<file path="config.mk">
export PLATFORM = sky130hd
export DESIGN_NAME = inst_prefetch_queue
export DESIGN_NICKNAME = d
export VERILOG_FILES = /design/src/rtl/inst_prefetch_queue.sv
export SDC_FILE = /design/constraint.sdc
export NUM_CORES = 1
export LEC_CHECK = 0
export CORE_ASPECT_RATIO = 0.5
export CORE_MARGIN = 1
export CORE_UTILIZATION = 50
export CTS_BUF_LIST = sky130_fd_sc_hd__clkbuf_8 sky130_fd_sc_hd__clkbuf_16
export DETAILED_ROUTE_END_ITERATION = 8
export GPL_ROUTABILITY_DRIVEN = 0
export PLACE_DENSITY_LB_ADDON = 0.25
export SYNTH_ARGS = -nofsm -noshare
export SYNTH_HDL_FRONTEND = slang
export SYNTH_SLANG_ARGS = --single-unit
</file>
<file path="constraint.sdc">
create_clock -name clk -period 4.6 [get_ports clk]
set_clock_uncertainty 0.15 [all_clocks]
set_input_delay 1.38 -clock clk [delete_from_list [all_inputs] [get_ports clk]]
set_output_delay 1.38 -clock clk [all_outputs]
set_load 0.05 [all_outputs]
</file>
<file path="src/rtl/inst_prefetch_queue.sv">
// inst_prefetch_queue: sequential ROM fetch into a small FIFO toward decode.
// Credit-based issue, one word per cycle, single-cycle flush/redirect.
module inst_prefetch_queue #(
  parameter int unsigned DEPTH    = 4,
  parameter logic [31:0] RESET_PC = 32'h0000_0000
) (
  input  logic        clk,
  input  logic        rst,
  output logic [31:0] rom_addr_o,
  output logic        rom_ce_o,
  input  logic [31:0] rom_data_i,
  input  logic        flush_i,
  input  logic [31:0] flush_pc_i,
  output logic [31:0] inst_o,
  output logic [31:0] pc_o,
  output logic        inst_valid_o,
  input  logic        inst_ready_i
);

  localparam int unsigned AW = $clog2(DEPTH);
  localparam int unsigned CW = AW + 1;

  typedef struct packed {
    logic [31:0] pc;
    logic [31:0] inst;
  } entry_t;

  entry_t        mem_q [DEPTH];
  entry_t        head;
  logic [31:0]   fetch_pc_q, fetch_pc_d;
  logic [31:0]   pending_pc_q, pending_pc_d;
  logic          pending_q, pending_d;
  logic          drop_q, drop_d;
  logic [AW-1:0] rd_ptr_q, rd_ptr_d;
  logic [AW-1:0] wr_ptr_q, wr_ptr_d;
  logic [CW-1:0] count_q, count_d;
  logic          issue, push, pop, nempty;

  // Credit counts the in-flight word so a full FIFO is never overrun.
  assign issue = rst && !flush_i
    && ((count_q + CW'(pending_q)) < CW'(DEPTH));
  assign push   = pending_q && !drop_q && !flush_i;
  assign nempty = (count_q != '0);
  assign head   = mem_q[rd_ptr_q];

  assign rom_ce_o     = issue;
  assign rom_addr_o   = fetch_pc_q;
  assign inst_valid_o = nempty && !flush_i;
  assign pop          = inst_valid_o && inst_ready_i;
  assign inst_o       = nempty ? head.inst : '0;
  assign pc_o         = nempty ? head.pc   : '0;

  always_comb begin
    fetch_pc_d   = fetch_pc_q;
    pending_pc_d = pending_pc_q;
    pending_d    = issue;
    drop_d       = 1'b0;
    rd_ptr_d     = rd_ptr_q;
    wr_ptr_d     = wr_ptr_q;
    count_d      = count_q;
    if (issue) begin
      fetch_pc_d   = fetch_pc_q + 32'd4;
      pending_pc_d = fetch_pc_q;
    end
    if (push) wr_ptr_d = wr_ptr_q + AW'(1);
    if (pop)  rd_ptr_d = rd_ptr_q + AW'(1);
    unique case ({push, pop})
      2'b10:   count_d = count_q + CW'(1);
      2'b01:   count_d = count_q - CW'(1);
      default: count_d = count_q;
    endcase
    if (flush_i) begin
      fetch_pc_d = {flush_pc_i[31:2], 2'b00};
      drop_d     = pending_q;
      pending_d  = 1'b0;
      rd_ptr_d   = '0;
      wr_ptr_d   = '0;
      count_d    = '0;
    end
  end

  always_ff @(posedge clk or negedge rst) begin
    if (!rst) begin
      fetch_pc_q   <= RESET_PC;
      pending_pc_q <= '0;
      pending_q    <= 1'b0;
      drop_q       <= 1'b0;
      rd_ptr_q     <= '0;
      wr_ptr_q     <= '0;
      count_q      <= '0;
    end else begin
      fetch_pc_q   <= fetch_pc_d;
      pending_pc_q <= pending_pc_d;
      pending_q    <= pending_d;
      drop_q       <= drop_d;
      rd_ptr_q     <= rd_ptr_d;
      wr_ptr_q     <= wr_ptr_d;
      count_q      <= count_d;
    end
  end

  always_ff @(posedge clk) begin
    if (push) mem_q[wr_ptr_q] <= '{pc: pending_pc_q, inst: rom_data_i};
  end

  always_ff @(posedge clk) begin
    if (rst) assert (!(push && count_q == CW'(DEPTH)));
  end

endmodule

</file>
==> reports/qor.yml, run 1 <==
hold_buffers: 0
slowest_stage: "clkdlybuf4s50_1"
critPathRequiredTime_ps: 3070
grt_pass1_vias: 7346
dp.cells: 1228
wirelength_mm: 27.59
total_power_mw: 7.900
cp_max_fo: 54
r2r_start: "count_q[0]"
hold_viol: 0
critPathArrivalTime_ps: 2900
numCtsBuffers: 27
hold_class: "flip-flop to flip-flop"
ys_warn_count: 0
powerDensity_mw_per_mm2: 494.2
worst_hold_slack_ps: 363.4
use_met3: 0.03543
dr.pass1.iters: 5
max_stage_delay_ps: 730
max_slew_margin: 0.1740
p_leak_nw: 5.332
die_w_um: 229.4
async_flop_share: 0.2177
grt_first_pass_wirelength_mm: 42.23
swShare: 0.3028
ant_nets: 0
ys_seq_area_frac: 0.7098
rsz0062_at_grt: "false"
critPathKind: "flip-flop to output pin"
dr.first_iter.drc_count: 521
hold_depth: 0
fill_cells: 1792
seqPwrFrac: 0.446
peakVddDrop_v: 0.0002327
tns_ps: 0
min_from: "pending_pc_q[25]"
rrSetupSlack_ps: 2010
setup_viol: 0
holdPathEnd: "mem_q[1][57]"
ys.flop_type: "edfxtp_1"
netlist.area_leader.share: 0.5762
reg2reg_depth: 4
grt_overflow_total: 0
synth.distinct_cells: 50
via_count: 7336
max_freq_mhz: 225.9
critical-path-top-delay-family: "buffers and inverters"
syn-cell-area_sq_mm: 0.01292
cp-start-kind: "flip-flop"
place_area_sq_mm: 0.01500
io_pins: 166
ys_seq_elements: 317
start_util: 0.5110
rr_endpoint: "rom_addr_o[28]"
drc: 0
syn_inst: 754
core_sq_mm: 0.02529
min_period_ps: 4426
clk_pin_slew_ps: 70
diodes: 0
antenna_found_initial: 0
crit_buf_inv: 2
switching_power_mw: 2.392
drive_above_1_share: 0.1789
p_int_mw: 5.508
synth_top_cell_by_area: "edfxtp_1"
dp_hpwl_mm: 17.16
drv_slew: 0
insertion_delay_ps: 540
fin_area_sq_mm: 0.01599
die_h_um: 115.7
run_status: "completed"
via_per_inst: 5.718
ctsLongestPathBuffers: 3
period_share: 0.9622
clkPwrFrac: 0.303
synthTopCellsByArea: "edfxtp_1 (58%), dfrtp_1 (13%), mux4_2 (11%)"
cp-end-kind: "output pin"
synth-edff-count: 248
syn_avg_cell_area_sq_um: 17.14
io_buffers: 159
cts.htree.levels: 1
die_area_sq_mm: 0.02653
cp_cell_sequence: "or3_2 > buf_12 > and2_1 > clkdlybuf4s50_1"
cts_root_buf: "clkbuf_16"
grtUsageTotal: 0.2104
grt_max_degree: 59
area_delta_synth_final_pct: 23.70
top_usage_layer: "met2"
cts_tree: "done"
rows: 41
fin_cells: 1283
ctsResizeCount: 0
grtUsageMet1: 0.2940
grtUsageMet2: 0.3497
wl_per_cell_um: 21.51
worst_slew_pin_slew_ps: 1231
nets: 993
combPwrFrac: 0.251
clkSinkCount: 317
drv_cap: 0
[how the worst max path moves through the flow]
stage,startpoint,end,slack (ps),cells after the start
floorplan,flush_i,rom_ce_o,440,6
finish,count_q[1],pc_o[15],170,4
global route,count_q[1],inst_o[1],80,4
detailed placement,flush_i,rom_ce_o,570,5
CTS,rd_ptr_q[0],inst_o[0],30,4
global placement,flush_i,rom_ce_o,580,5
[flip-flops by register name, summed over array words and instances, names as in the netlist]
| register | cells |
|---|---|
| count_q | 3 |
| drop_q | 1 |
| mem_q | 248 |
| pending_pc_q | 30 |
| pending_q | 1 |
| rd_ptr_q | 2 |
| rom_addr_o | 30 |
| wr_ptr_q | 2 |
[cell usage in the layout, fill, tap and decap left out, drive strengths merged, types with 13 or more instances in the layout]
master         count
mux2              26
a31oi             16
buf               23
nor2              21
clkdlybuf4s50    156
edfxtp           248
o21ai             20
and2              67
nand2             33
mux4              62
dfrtp             69
inv               13
clkbuf            32
[what timing repair did]
item | 4_1_cts | 5_1_grt
setup endpoints to repair | 0 | 7
setup buffers | 0 | 6
endpoints found under the hold margin | 0 | 0
[cell families (layout without fill, tap and decap cells)]
| group | Yosys count | after routing | share of synthesized area |
|---|---|---|---|
| muxes | 90 | 90 | 0.1322 |
| adders and majority gates | 6 | 6 | 0.006390 |
| AOI/OAI and AO/OA | 71 | 71 | 0.03708 |
| buffers and inverters | 55 | 237 | 0.01820 |
| other | 1 | 4 | 0.0002902 |
| DFF | 317 | 317 | 0.7098 |
| xor gates and xnor gates | 9 | 9 | 0.006099 |
| and+or+nand+nor | 205 | 205 | 0.08984 |
[power by group through the flow]
stage	Clock, mW	Combinational [mW]	Sequential [mW]
after floorplan	0	1.24	3.60
after global placement	0	1.95	3.57
after detailed placement	0	1.96	3.60
after CTS	2.44	1.97	3.54
after global routing	2.55	2.09	3.55
final	2.39	1.98	3.53
[final cells by class]
class | instances | area, sq um | share of cell area
Sequential cell | 317 | 9179 | 0.5742
Clock inverter | 17 | 192.7 | 0.01205
Multi-Input combinational cell | 385 | 3547 | 0.2219
Tap cell | 344 | 430.4 | 0.02692
Clock buffer | 32 | 744.5 | 0.04657
Timing Repair Buffer | 179 | 1859 | 0.1163
Inverter | 9 | 33.78 | 0.002113
[synthesized netlist by cell type (6+ instances only)]
cell and instances:
edfxtp_1 248, dfrtp_1 69, and2_1 67, mux4_2 62, nand2_1 33, clkbuf_1 28
mux2_2 26, nor2_1 21, o21ai_0 19, a31oi_1 16, nand3_1 12, nand4_1 12
o31ai_1 12, or4_1 12, buf_2 11, or3_1 10, and3_1 8, inv_1 8
and4_1 7, nor2b_1 7, nor3_1 6
[through the flow]
stage	util	worst slack [ps]
2_1_floorplan	-	440.4
3_3_place_gp	0.5933	583.5
6_report	0.6321	173.9
3_5_place_dp	0.5933	572.3
5_1_grt	0.6321	80.93
4_1_cts	0.6303	28.93
[per-layer routing]
metal	up-vias	routed length (um)
met5	-	0
met1	3777	12230
met2	199	13370
met3	51	1276
met4	0	709
li1	3309	-
Power figures use the tool's default switching activity.
==> inputs of run 2 (changes only) <==
--- a/config.mk
+++ b/config.mk
@@ -12,6 +12,7 @@
 export DETAILED_ROUTE_END_ITERATION = 8
 export GPL_ROUTABILITY_DRIVEN = 0
 export PLACE_DENSITY_LB_ADDON = 0.25
+export SLEW_MARGIN = 20
 export SYNTH_ARGS = -nofsm -noshare
 export SYNTH_HDL_FRONTEND = slang
 export SYNTH_SLANG_ARGS = --single-unit
==> constraint.sdc (replaced) <==
create_clock -name clk -period 4.9 [get_ports clk]
set_clock_uncertainty 0.15 [all_clocks]
set_input_delay 1.47 -clock clk [delete_from_list [all_inputs] [get_ports clk]]
set_output_delay 1.47 -clock clk [all_outputs]
set_load 0.05 [all_outputs]
==> run 2 against run 1 <==
First-iteration DRC count is 19% higher. Total power shrank 6.1%. Register-to-register slack better by 230 ps. Utilization barely moved. Highest routed layer unchanged. Final cell count is the same. Sequential cell count unchanged.
==> reports/qor.yml, run 2 (synthesis results as in run 1) <==
grt_first_pass_wirelength_mm: 42.26
ctsLongestPathBuffers: 3
ctsResizeCount: 0
die_area_sq_mm: 0.02653
final_common_cell: "edfxtp_1"
dp_hpwl_mm: 16.77
die_w_um: 229.4
grt_pass1_vias: 7482
wl_per_cell_um: 21.59
grtUsageTotal: 0.2115
cts.htree.levels: 1
drv_cap: 0
max_freq_mhz: 214.4
tns_ps: 0
finalWorstSetupSlack_ps: 235.3
period_share: 0.9520
critPathRequiredTime_ps: 3280
clkSinkCount: 317
clk_pin_slew_ps: 70
setup_viol: 0
rows: 41
core_sq_mm: 0.02529
peakVddDrop_v: 0.0002801
critPathArrivalTime_ps: 3040
reg2reg_depth: 3
powerDensity_mw_per_mm2: 464.5
worst_slew_pin_slew_ps: 797.3
critPathKind: "flip-flop to output pin"
hold_viol: 0
numCtsBuffers: 28
io_buffers: 159
fin_area_sq_mm: 0.01598
drc: 0
via_per_inst: 5.741
cp-start-kind: "flip-flop"
grt_max_degree: 59
run_status: "completed"
max_slew_margin: 0.4673
io_pins: 166
cp_max_fo: 20
drive_above_1_share: 0.1704
drv_slew: 0
diodes: 0
hold_buffers: 0
startpoint: "count_q[1]"
ant_nets: 0
largest_reg_flops: 248
worst_hold_slack_ps: 361.3
nets: 991
rsz0062_at_grt: "false"
postCtsSetupRepairBufs: 0
regMostFlops: "mem_q"
rrSetupSlack_ps: 2240
final_cell_mix: "edfxtp_1 (248), clkdlybuf4s50_1 (156), and2_1 (67), dfrtp_1 (67), mux4_2 (62)"
grt_overflow_total: 0
cts_root_buf: "clkbuf_16"
wirelength_mm: 27.70
place_area_sq_mm: 0.01501
cts_tree: "done"
via_count: 7366
crit_end: "inst_o[0]"
r2r_start: "pending_q"
min_period_ps: 4665
insertion_delay_ps: 550
antenna_found_initial: 0
dr.first_iter.drc_count: 618
p_leak_nw: 5.333
cp-end-kind: "output pin"
fill_cells: 1810
rr_endpoint: "mem_q[1][1]"
hold_class: "flip-flop to flip-flop"
dr.pass1.iters: 5
start_util: 0.5110
dp_slack_ps: 691.3
die_h_um: 115.7
total_power_mw: 7.422
area_delta_synth_final_pct: 23.64
-- run 2: cell count changes in the layout (fill, tap and decap cells not counted), moves of 2 or more --
| cell | change |
|---|---|
| clkbuf_16 | +2 |
| inv_1 | +3 |
| clkinv_2 | -2 |
| clkbuf_8 | -4 |
| buf_4 | -3 |
| clkinvlp_4 | -2 |
| clkinv_1 | +6 |
-- run 2: worst min path at each step --
stage / startpoint / to / cells past startpoint
after CTS: pending_pc_q[25] / mem_q[3][57] / 0
final: pending_pc_q[25] / mem_q[0][57] / 0
after global placement: pending_pc_q[26] / mem_q[1][58] / 0
after detailed placement: pending_pc_q[2] / mem_q[0][34] / 0
after global routing: pending_pc_q[30] / mem_q[0][62] / 0
after floorplan: pending_pc_q[2] / mem_q[0][34] / 0
-- run 2: metal layers --
layer / up-vias / wire length [um] / track usage
li1: 3295 / - / -
met1: 3803 / 12390 / 0.2953
met2: 223 / 13470 / 0.3499
met3: 45 / 1223 / 0.03642
met4: 0 / 615 / 0.05778
met5: - / 0 / 0
-- run 2: metrics by stage --
stage               std cells  utilization
floorplan                 757            -
global placement         1230       0.5934
detailed placement       1230       0.5934
CTS                      1282       0.6306
global route             1283       0.6318
finish                   1283       0.6318
-- run 2: critical path: stages, from the launching register on --
cell and delay, ps:
dfrtp_1 480, or3_2 790, buf_4 320, and2_1 190, clkdlybuf4s50_1 700
-- run 2: layout make-up --
class,instances,area (sq um),share of cell area
clock buffer,30,739.5,0.04628
sequential,317,9179,0.5744
tap,344,430.4,0.02694
clock inverter,22,201.4,0.01261
multi-input combinational,385,3551,0.2222
inverter,9,33.78,0.002114
timing repair buffer,176,1844,0.1154
-- run 2: report_power, final --
| group | total, mW | internal [mW] | switching (mW) |
|---|---|---|---|
| clock network | 2.25 | 1.29 | 0.953 |
| logic | 1.86 | 0.743 | 1.11 |
| registers | 3.32 | 3.13 | 0.185 |
| total | 7.42 | 5.17 | 2.25 |
